$ cat src/rtl/scope_plot_pkg.sv
// Shared encodings and widths for the scope trace plotter and its span generator.
package scope_plot_pkg;

    typedef enum logic [1:0] {
        ST_IDLE,
        ST_CLEAR,
        ST_WAIT,
        ST_DRAW
    } plot_state_t;

    localparam int X_W = 10;
    localparam int Y_W = 9;

    localparam int         COLOR_W_DEF     = 3;
    localparam logic [2:0] BG_COLOR_DEF    = 3'b000;
    localparam logic [2:0] GRID_COLOR_DEF  = 3'b010;
    localparam logic [2:0] TRACE_COLOR_DEF = 3'b110;

endpackage

$ cat src/rtl/scope_span_gen.sv
// Walks rows from min(y_a,y_b) to max(y_a,y_b); row/last are valid in the load
// cycle itself so the caller can register the first row on the load edge.
module scope_span_gen
    import scope_plot_pkg::*;
(
    input  logic           clk,
    input  logic           load,
    input  logic           step,
    input  logic [Y_W-1:0] y_a,
    input  logic [Y_W-1:0] y_b,
    output logic [Y_W-1:0] row,
    output logic           last
);

    logic [Y_W-1:0] lo;
    logic [Y_W-1:0] hi;
    logic [Y_W-1:0] row_q;
    logic [Y_W-1:0] hi_q;

    assign lo   = (y_a < y_b) ? y_a : y_b;
    assign hi   = (y_a < y_b) ? y_b : y_a;
    assign row  = load ? lo : row_q;
    assign last = load ? (lo == hi) : (row_q == hi_q);

    always_ff @(posedge clk) begin
        if (load) begin
            row_q <= lo + Y_W'(1);
            hi_q  <= hi;
        end else if (step) begin
            row_q <= row_q + Y_W'(1);
        end
    end

endmodule

$ cat src/rtl/scope_trace_plotter.sv
// Pixel-write source for the VGA LCD user port: clears the plot with a graticule,
// then draws one vertical span per accepted sample column.
module scope_trace_plotter
    import scope_plot_pkg::*;
#(
    parameter int                 H_RES       = 640,
    parameter int                 V_RES       = 480,
    parameter int                 SAMPLE_W    = 8,
    parameter int                 Y_BASE      = 367,
    parameter int                 GRID_X      = 64,
    parameter int                 GRID_Y      = 60,
    parameter int                 COLOR_W     = COLOR_W_DEF,
    parameter logic [COLOR_W-1:0] BG_COLOR    = COLOR_W'(BG_COLOR_DEF),
    parameter logic [COLOR_W-1:0] GRID_COLOR  = COLOR_W'(GRID_COLOR_DEF),
    parameter logic [COLOR_W-1:0] TRACE_COLOR = COLOR_W'(TRACE_COLOR_DEF)
) (
    input  logic                CLOCK_25,
    input  logic                RESET,
    input  logic                START,
    input  logic [SAMPLE_W-1:0] S_DATA,
    input  logic                S_VALID,
    output logic                S_READY,
    output logic [X_W-1:0]      X,
    output logic [Y_W-1:0]      Y,
    output logic                WR,
    output logic [COLOR_W-1:0]  RGB,
    output logic                BUSY,
    output logic                DONE
);

    localparam logic [X_W-1:0] X_LAST  = X_W'(H_RES - 1);
    localparam logic [Y_W-1:0] Y_LAST  = Y_W'(V_RES - 1);
    localparam logic [X_W-1:0] GX_LAST = X_W'(GRID_X - 1);
    localparam logic [Y_W-1:0] GY_LAST = Y_W'(GRID_Y - 1);

    // Extra bit catches an underflow that legal parameters never produce.
    function automatic logic [Y_W-1:0] sample_to_row(input logic [SAMPLE_W-1:0] s);
        logic [Y_W:0] d;
        d = (Y_W+1)'(Y_BASE) - (Y_W+1)'(s);
        return d[Y_W] ? '0 : d[Y_W-1:0];
    endfunction

    plot_state_t        state, state_nxt;
    logic [X_W-1:0]     x_q, x_nxt;
    logic [Y_W-1:0]     y_q, y_nxt;
    logic               wr_q, wr_nxt;
    logic [COLOR_W-1:0] rgb_q, rgb_nxt;
    logic               s_ready_q, s_ready_nxt;
    logic               busy_q, busy_nxt;
    logic               done_q, done_nxt;
    logic [X_W-1:0]     cx, cx_nxt, gx, gx_nxt, col, col_nxt;
    logic [Y_W-1:0]     cy, cy_nxt, gy, gy_nxt;
    logic [Y_W-1:0]     y_prev_q, y_prev_nxt, y_cur_q, y_cur_nxt;
    logic [Y_W-1:0]     y_new, span_a, span_b, span_row;
    logic               span_load, span_step, span_last;
    logic               emit_clear, emit_span;

    assign y_new  = sample_to_row(S_DATA);
    assign span_b = (state == ST_WAIT) ? y_new : y_cur_q;
    assign span_a = (state == ST_WAIT && col == '0) ? y_new : y_prev_q;

    scope_span_gen u_span (
        .clk  (CLOCK_25),
        .load (span_load),
        .step (span_step),
        .y_a  (span_a),
        .y_b  (span_b),
        .row  (span_row),
        .last (span_last)
    );

    always_comb begin
        state_nxt   = state;
        x_nxt       = x_q;
        y_nxt       = y_q;
        wr_nxt      = 1'b0;
        rgb_nxt     = rgb_q;
        s_ready_nxt = 1'b0;
        busy_nxt    = busy_q;
        done_nxt    = 1'b0;
        cx_nxt      = cx;
        cy_nxt      = cy;
        gx_nxt      = gx;
        gy_nxt      = gy;
        col_nxt     = col;
        y_prev_nxt  = y_prev_q;
        y_cur_nxt   = y_cur_q;
        span_load   = 1'b0;
        span_step   = 1'b0;
        emit_clear  = 1'b0;
        emit_span   = 1'b0;

        unique case (state)
            ST_IDLE: begin
                // IDLE with BUSY still set is the cycle right after the final column.
                busy_nxt = 1'b0;
                done_nxt = busy_q;
                if (START && !busy_q) begin
                    busy_nxt   = 1'b1;
                    emit_clear = 1'b1;
                    state_nxt  = ST_CLEAR;
                end
            end
            ST_CLEAR: emit_clear = 1'b1;
            ST_WAIT: begin
                s_ready_nxt = 1'b1;
                if (S_VALID && s_ready_q) begin
                    s_ready_nxt = 1'b0;
                    span_load   = 1'b1;
                    emit_span   = 1'b1;
                    y_cur_nxt   = y_new;
                end
            end
            ST_DRAW: begin
                span_step = 1'b1;
                emit_span = 1'b1;
            end
            default: state_nxt = ST_IDLE;
        endcase

        if (emit_clear) begin
            x_nxt   = cx;
            y_nxt   = cy;
            wr_nxt  = 1'b1;
            rgb_nxt = (gx == '0 || gy == '0) ? GRID_COLOR : BG_COLOR;
            if (cx == X_LAST) begin
                cx_nxt = '0;
                gx_nxt = '0;
                if (cy == Y_LAST) begin
                    cy_nxt    = '0;
                    gy_nxt    = '0;
                    col_nxt   = '0;
                    state_nxt = ST_WAIT;
                end else begin
                    cy_nxt = cy + Y_W'(1);
                    gy_nxt = (gy == GY_LAST) ? '0 : gy + Y_W'(1);
                end
            end else begin
                cx_nxt = cx + X_W'(1);
                gx_nxt = (gx == GX_LAST) ? '0 : gx + X_W'(1);
            end
        end

        if (emit_span) begin
            x_nxt   = col;
            y_nxt   = span_row;
            wr_nxt  = 1'b1;
            rgb_nxt = TRACE_COLOR;
            if (span_last) begin
                y_prev_nxt = span_b;
                col_nxt    = (col == X_LAST) ? '0 : col + X_W'(1);
                state_nxt  = (col == X_LAST) ? ST_IDLE : ST_WAIT;
            end else begin
                state_nxt = ST_DRAW;
            end
        end
    end

    always_ff @(posedge CLOCK_25) begin
        if (RESET) begin
            state     <= ST_IDLE;
            x_q       <= '0;
            y_q       <= '0;
            wr_q      <= 1'b0;
            rgb_q     <= '0;
            s_ready_q <= 1'b0;
            busy_q    <= 1'b0;
            done_q    <= 1'b0;
            cx        <= '0;
            cy        <= '0;
            gx        <= '0;
            gy        <= '0;
            col       <= '0;
        end else begin
            state     <= state_nxt;
            x_q       <= x_nxt;
            y_q       <= y_nxt;
            wr_q      <= wr_nxt;
            rgb_q     <= rgb_nxt;
            s_ready_q <= s_ready_nxt;
            busy_q    <= busy_nxt;
            done_q    <= done_nxt;
            cx        <= cx_nxt;
            cy        <= cy_nxt;
            gx        <= gx_nxt;
            gy        <= gy_nxt;
            col       <= col_nxt;
        end
    end

    always_ff @(posedge CLOCK_25) begin
        y_prev_q <= y_prev_nxt;
        y_cur_q  <= y_cur_nxt;
    end

    assign X       = x_q;
    assign Y       = y_q;
    assign WR      = wr_q;
    assign RGB     = rgb_q;
    assign S_READY = s_ready_q;
    assign BUSY    = busy_q;
    assign DONE    = done_q;

endmodule

$ cat config.mk
export PLATFORM = sky130hd
export DESIGN_NAME = scope_trace_plotter
export DESIGN_NICKNAME = d
export VERILOG_FILES = /design/src/rtl/scope_plot_pkg.sv /design/src/rtl/scope_span_gen.sv /design/src/rtl/scope_trace_plotter.sv
export SDC_FILE = /design/constraint.sdc
export NUM_CORES = 1
export LEC_CHECK = 0
export ABC_AREA = 1
export CORE_UTILIZATION = 56
export DETAILED_ROUTE_END_ITERATION = 10
export PLACE_DENSITY = 0.84
export SETUP_SLACK_MARGIN = 0.15
export SKIP_CTS_REPAIR_TIMING = 1
export SYNTH_ARGS = -nofsm -noshare
export SYNTH_HDL_FRONTEND = slang
export SYNTH_SLANG_ARGS = --single-unit
$ cat constraint.sdc
create_clock -name CLOCK_25 -period 3.6 [get_ports CLOCK_25]
set_input_delay 0.54 -clock CLOCK_25 [delete_from_list [all_inputs] [get_ports CLOCK_25]]
set_output_delay 0.54 -clock CLOCK_25 [all_outputs]
set_load 0.1 [all_outputs]
# Yosys cells after proc, flatten, opt, wreduce, memory -nomap -nowiden
# Cells that the tools add are included.
totals:
  register_bits: 112
  word_cells: 101
  inputBits: 12
classes:
  mux: 45
  n_eq_ne: 10
  add_sub_neg: 8
  bitwise: 2
  n_lt_le_gt_ge: 1
  reduce_logical: 17
ops:
  columns: ["cell", "n"]
  rows:
  - ["two-way mux 9 bit", 13]
  - ["two-way mux 10 bit", 11]
  - ["adder 9 x 1 -> 9 bit (second input constant)", 4]
  - ["adder 10 x 1 -> 10 bit (second input constant)", 3]
  - ["== test 10 bit (second input constant)", 2]
  - ["logical NOT 10 bit", 2]
  - ["== test 9 bit", 2]
  - ["two-way mux 2 bit", 9]
  - ["== test 10 x 6 -> 1 bit (second input constant)", 1]
  - ["subtractor 9 x 8 -> 10 bit (first input constant)", 1]
  - ["== test 9 x 6 -> 1 bit (second input constant)", 1]
  - ["== test 9 bit (second input constant)", 1]
  - ["logical NOT 9 bit", 1]
  - ["less-than comparator 9 bit", 1]
  - ["two-way mux 1 bit", 8]
  - ["two-way mux 3 bit", 2]
  - ["AND reduction 2 bit", 3]
  - ["OR reduction 2 bit", 3]
  - ["== test 2 bit (second input constant)", 2]
  - ["case mux 1 bit (2 select lines)", 2]
  - ["nonzero test 2 bit", 2]
  - ["logical AND 1 bit", 3]
  - ["== test 2 x 1 -> 1 bit (second input constant)", 1]
  - ["logical NOT 2 bit", 1]
  - ["other kinds (3)", 4]

# Depth between registers and ports, before layout
logic_depth:
  word_depth: 9
  mapped_depth: 25
  depth_no_buf: 24

# Modules after synthesis
# Synthesis repeated with hierarchy kept, for this count alone.
unflattened:
  cells_unflattened: 843
  hier_area_um2: 6221.0
modules_own_cells:
  columns: ["module", "cells_per_inst", "instances", "area_per_inst_um2"]
  rows:
  - ["scope_trace_plotter", 653, 1, 4687.0]
  - ["scope_span_gen", 190, 1, 1534.0]

# Worst setup path after synthesis
# Ideal clock, no wire load.
synth_timing:
  path_type: "register -> register"
  start: "register col[0]"
  end: "register u_span.row_q[8], data pin"
  setup_ns: 0.252
  period_less_slack_ns: 2.969
  stages_incl_launch_ff: 21
  required_time_ns: 3.348
  path_slack_ns: 0.631
  arrival_time_ns: 2.717
  n_path_buf: 1
  cell_sequence: "dfxtp_1 inv_1 ha_1 nand2_1 nor2_4 nand3_4 o21ai_1 ha_1 a21o_1 nor2_1 nand3_1 buf_2 nand2_1 nand3_2 nand2_2 ha_1 nand2_1 nor2_2 nand2_1 nand2_1 nand2_1"
synth_via:
  elab_chain_cells: 7
synth_lines:
  columns: ["element", "line", "text"]
  rows:
  - ["from (decl)", "scope_trace_plotter.sv:51", "logic [X_W-1:0] cx, cx_nxt, gx, gx_nxt, col, col_nxt;"]
  - ["from (signal assigned)", "scope_trace_plotter.sv:187", "col <= col_nxt;"]
  - ["logical NOT 10 bit (*)", "scope_trace_plotter.sv:60", "assign span_a = (state == ST_WAIT && col == '0) ? y_new : y_prev_q;"]
  - ["logical AND 1 bit (*)", "scope_trace_plotter.sv:60", null]
  - ["two-way mux 9 bit (*)", "scope_trace_plotter.sv:60", null]
  - ["less-than comparator 9 bit", "scope_span_gen.sv:20", "assign lo = (y_a < y_b) ? y_a : y_b;"]
  - ["two-way mux 9 bit (*)", "scope_span_gen.sv:20", null]
  - ["adder 9 x 1 -> 9 bit (*)", "scope_span_gen.sv:27", "row_q <= lo + Y_W'(1);"]
  - ["two-way mux 9 bit (*)", "scope_span_gen.sv:26", "if (load) begin"]
  - ["to (signal assigned)", "scope_span_gen.sv:27", null]
  - ["to (signal assigned)", "scope_span_gen.sv:30", "row_q <= row_q + Y_W'(1);"]
  - ["to (decl)", "scope_span_gen.sv:17", "logic [Y_W-1:0] row_q;"]
# Every way passes the cells marked *; elsewhere a longest branch is shown, timed or not.
# A chain may end at the register's enable or synchronous reset.

# Worst setup path after layout
layout_timing:
  start: "input port S_DATA[5]"
  end: "register u_span.row_q[7], data pin"
layout_via:
  elab_chain_cells: 7
layout_lines:
  columns: ["element", "line", "text"]
  rows:
  - ["from (decl)", "scope_trace_plotter.sv:20", "input logic [SAMPLE_W-1:0] S_DATA,"]
  - ["subtractor 9 x 8 -> 10 bit (*)", "scope_trace_plotter.sv:39", "d = (Y_W+1)'(Y_BASE) - (Y_W+1)'(s);"]
  - ["two-way mux 9 bit (*)", "scope_trace_plotter.sv:40", "return d[Y_W] ? '0 : d[Y_W-1:0];"]
  - ["two-way mux 9 bit (on tied branches)", "scope_trace_plotter.sv:60, scope_trace_plotter.sv:59", null]
  - ["less-than comparator 9 bit", "scope_span_gen.sv:20", null]
  - ["two-way mux 9 bit (*)", "scope_span_gen.sv:20", null]
  - ["adder 9 x 1 -> 9 bit (*)", "scope_span_gen.sv:27", null]
  - ["two-way mux 9 bit (*)", "scope_span_gen.sv:26", null]
# Marked as above.

==> results.md <==
* Net Sw Frac at 26.20%
* Final ANT Viol Nets at 0
* Fin crit share at 90.65%
* Final setup fails at 0
* Peak VDD IR at 0.0002541 V
* Row count at 38
* Cells along the critical path: clkdlybuf4s50_1 -> ha_4 -> xor2_1 -> nand3_1 -> nand2_1 -> inv_1 -> ha_1 -> nand2_1 -> nor2_4 -> nand3_2 -> nand2_2 -> nor2_4 -> buf_6 -> nand2_1 -> nand3_2 -> nand2_4 -> nand2_4 -> nor2_8 -> nand2_1 -> nand2_1 -> nand2_1
* Fin Clk Skew at 11.58 ps
* RSZ-0062 raised after global routing: false
* Worst Setup End Kind: flip-flop
* Share of layout cells above drive strength 1 at 14.89%
* Cell accounting for the most synthesized area: sky130_fd_sc_hd__dfxtp_1
* Register-to-register setup slack at 340 ps
* Share of total power in the clock network at 38.7%
* Mean instance size in the synthesized netlist at 7.641 um^2
* Last weighted congestion value of the routability-driven placer at 0.8921
* CTS buffer count at 9
* Leakage power at 3.051 nW
* Initial DRC Count at 326
* Via count at 5694
* Total global routing track utilization at 25.92%
* Final critical path time including I/O delays and setup at 3263 ps
* Max Fanout on Critical Path at 16
* Total grt overflow at 0
* Core Util, Final at 66.67%
* Cell at the slowest stage of the critical path: sky130_fd_sc_hd__clkdlybuf4s50_1
* Aggregate negative setup slack at 0 ps
* Class of the tightest hold or removal check: reg -> reg
* Post-synthesis cell count at 833
* Kind of launch point of the worst setup path: primary input
* Top library cells by usage in the layout, fill and taps aside: sky130_fd_sc_hd__nand2_1, sky130_fd_sc_hd__inv_1, sky130_fd_sc_hd__dfxtp_1, sky130_fd_sc_hd__nor2_1, sky130_fd_sc_hd__nand3_1
* Number of sinks driven by the clock tree at 111
* CTS tree: yes
* P per Cell Area at 350.8 nW/um^2
* Clock-pin slew of the registers on the worst-case setup and hold paths at 70 ps
* Number of nets in the synthesized netlist at 867
* Data required, critical path at 3700 ps
* Post-synthesis sequential area ratio at 40.57%
* Skew-Pair Late Insertion Delay at 350 ps
* Maximum clock frequency at 306.4 MHz
* First-pass GRT wire length at 24090 um
* Critical path class: in -> reg
* Vias in the first global route at 5301
* Internal power of the cells at 0.001887 W
* Delay of the slowest cell on the worst path at 550 ps
* Area added between synthesis and finish at 14.55%
* Power share of the combinational group at 9.8%
* Post-detailed-routing wire length at 14780 um
* Number of input and output port buffers inserted at 36
* Total inserted antenna cells at 0
* Y dimension of the die at 108.6 um
* Final net count at 909
* Hold Worst Slack at 482.3 ps
* Core ar. at 10940 um^2
* Distinct cells, synth at 57
* Horizontal die dimension at 108.6 um
* Final routed DRC violation total at 0
* Wire length per cell after detailed routing at 14.49 um
* Run status: complete, no violations
* Most common cell after layout, fill and taps aside: sky130_fd_sc_hd__nand2_1
* Relative slew slack at 34.53%
* Sequential fraction of design power at 51.6%
* Filler Cells Inserted at 887
* Depth of the CTS H-tree at 3
* Longest Clk Path Bufs at 2
* Arrival time at the worst endpoint at 3370 ps
* Detailed placer's ending HPWL at 10470 um
* Die ar. at 11800 um^2
* Starting Density at 58.20%
* Number of vias per cell after detailed routing at 5.582
* Number of antenna violations at the first check in global routing at 0
* Count of yosys warnings during synthesis at 0
* Number of endpoints with negative hold slack in the final report at 0
* Leading cell types by total area after synthesis: sky130_fd_sc_hd__dfxtp_1, sky130_fd_sc_hd__edfxtp_1, sky130_fd_sc_hd__nand2_1, sky130_fd_sc_hd__inv_1, sky130_fd_sc_hd__ha_1
* Crit path top cell by count: sky130_fd_sc_hd__nand2_1
* Root cell of the clock tree: sky130_fd_sc_hd__clkbuf_16
* Share of the synthesized area in the top cell type at 23.59%
* Placed Instance Area at 6882 um^2
* Pin count of the biggest net entering global routing at 30
* Max Cap Viol at 0
* Length of the first detailed-routing pass in iterations at 5
* Net switching component of the power at 0.0006701 W
* Post-layout instance area at 7291 um^2
* Max-slew violation count at 0
* Area of the mapped netlist at 6365 um^2
* Transition time at the pin with the least slew margin at 979.0 ps
* Flip-flop and latch count after synthesis at 111
* I/O Pins at 38
## final cells by class
| type | instances | area (um^2) | area share [%] |
|---|---|---|---|
| Multi-Input combinational cell | 562 | 3214 | 44.09 |
| Sequential cell | 111 | 2582 | 35.42 |
| Inverter | 137 | 519.2 | 7.122 |
| Timing Repair Buffer | 54 | 505.5 | 6.933 |
| Clock buffer | 11 | 254.0 | 3.484 |
| Tap cell | 140 | 175.2 | 2.403 |
| Clock inverter | 5 | 40.04 | 0.5492 |
## flip-flops by register name, indices dropped and copies added (netlist names)
name	count
BUSY	1
gx	10
WR	1
col	10
y_prev_q	9
cy	9
DONE	1
X	10
RGB	2
cx	10
y_cur_q	9
u_span.row_q	9
Y	9
gy	9
state	2
S_READY	1
u_span.hi_q	9
## metrics by stage
| step | cells | setup WS, ps | total power (W) |
|---|---|---|---|
| 3_5_place_dp | 1002 | 10.66 | 0.001594 |
| 4_1_cts | 1018 | 224.4 | 0.002563 |
| 2_1_floorplan | 833 | 630.6 | 0.001522 |
| 3_3_place_gp | 1002 | 119.2 | 0.001591 |
| 6_report | 1020 | 336.5 | 0.002557 |
| 5_1_grt | 1020 | 101.6 | 0.002632 |
## final timing paths
kind / startpoint / end / cells after the start
worst max register to register: col[0] / u_span.row_q[8] / 25
worst min-delay path: BUSY / DONE / 2
worst max-delay path: S_DATA[5] / u_span.row_q[7] / 21
worst min register to register: BUSY / DONE / 2
## power groups by stage
stage / registers, W / logic (W) / clock network, W
5_1_grt: 0.00132 / 0.000268 / 0.00104
4_1_cts: 0.00132 / 0.000248 / 0.000997
3_3_place_gp: 0.00135 / 0.000244 / 0
6_report: 0.00132 / 0.000250 / 0.000989
2_1_floorplan: 0.00142 / 0.000105 / 0
3_5_place_dp: 0.00135 / 0.000246 / 0
## synth_stat cells (all sizes together)
library cell and instances:
nand2 211, inv 137, nor2 77, dfxtp 75, nand3 55, o21ai 55, a21oi 43, edfxtp 36
ha 22, nor3 19, buf 16, nand4 13, xor2 11, nor4 8, or2 8, a31oi 7
clkbuf 7, a211oi 4, and3 4, o211ai 3, o221ai 3, xnor2 3, a21o 2, nand3b 2
nor3b 2, o21a 2, a21boi 1, a311oi 1, conb 1, o211a 1, o22ai 1, o311ai 1
o31ai 1, o41ai 1
## worst max-delay path: cells and delay by family
family                     cells  cell delay (ps)
xor gates and xnor gates       1              150
adders and majority gates      2              500
buffers and inverters          3              760
and+or+nand+nor               15             1390
## routing by layer
layer  global-route usage [%]  part of all wire [%]  vias up
li1                         -                     -     2792
met1                    32.90                    43     2663
met2                    45.16                    49      209
met3                    3.048                   5.9       30
met4                    9.653                   2.3        0
met5                        0                     0        -
## cell families after synthesis
group | after synthesis | share of synthesized area (%)
XOR/XNOR | 14 | 2.045
AO/OA/AOI/OAI | 126 | 11.70
adder cells (fa/ha/maj) | 22 | 4.325
other | 1 | 0.05892
buffers and inverters | 160 | 10.34
AND/OR/NAND/NOR | 399 | 30.96
flip-flops | 111 | 40.57
No activity file was read; power rests on OpenSTA's default activity.
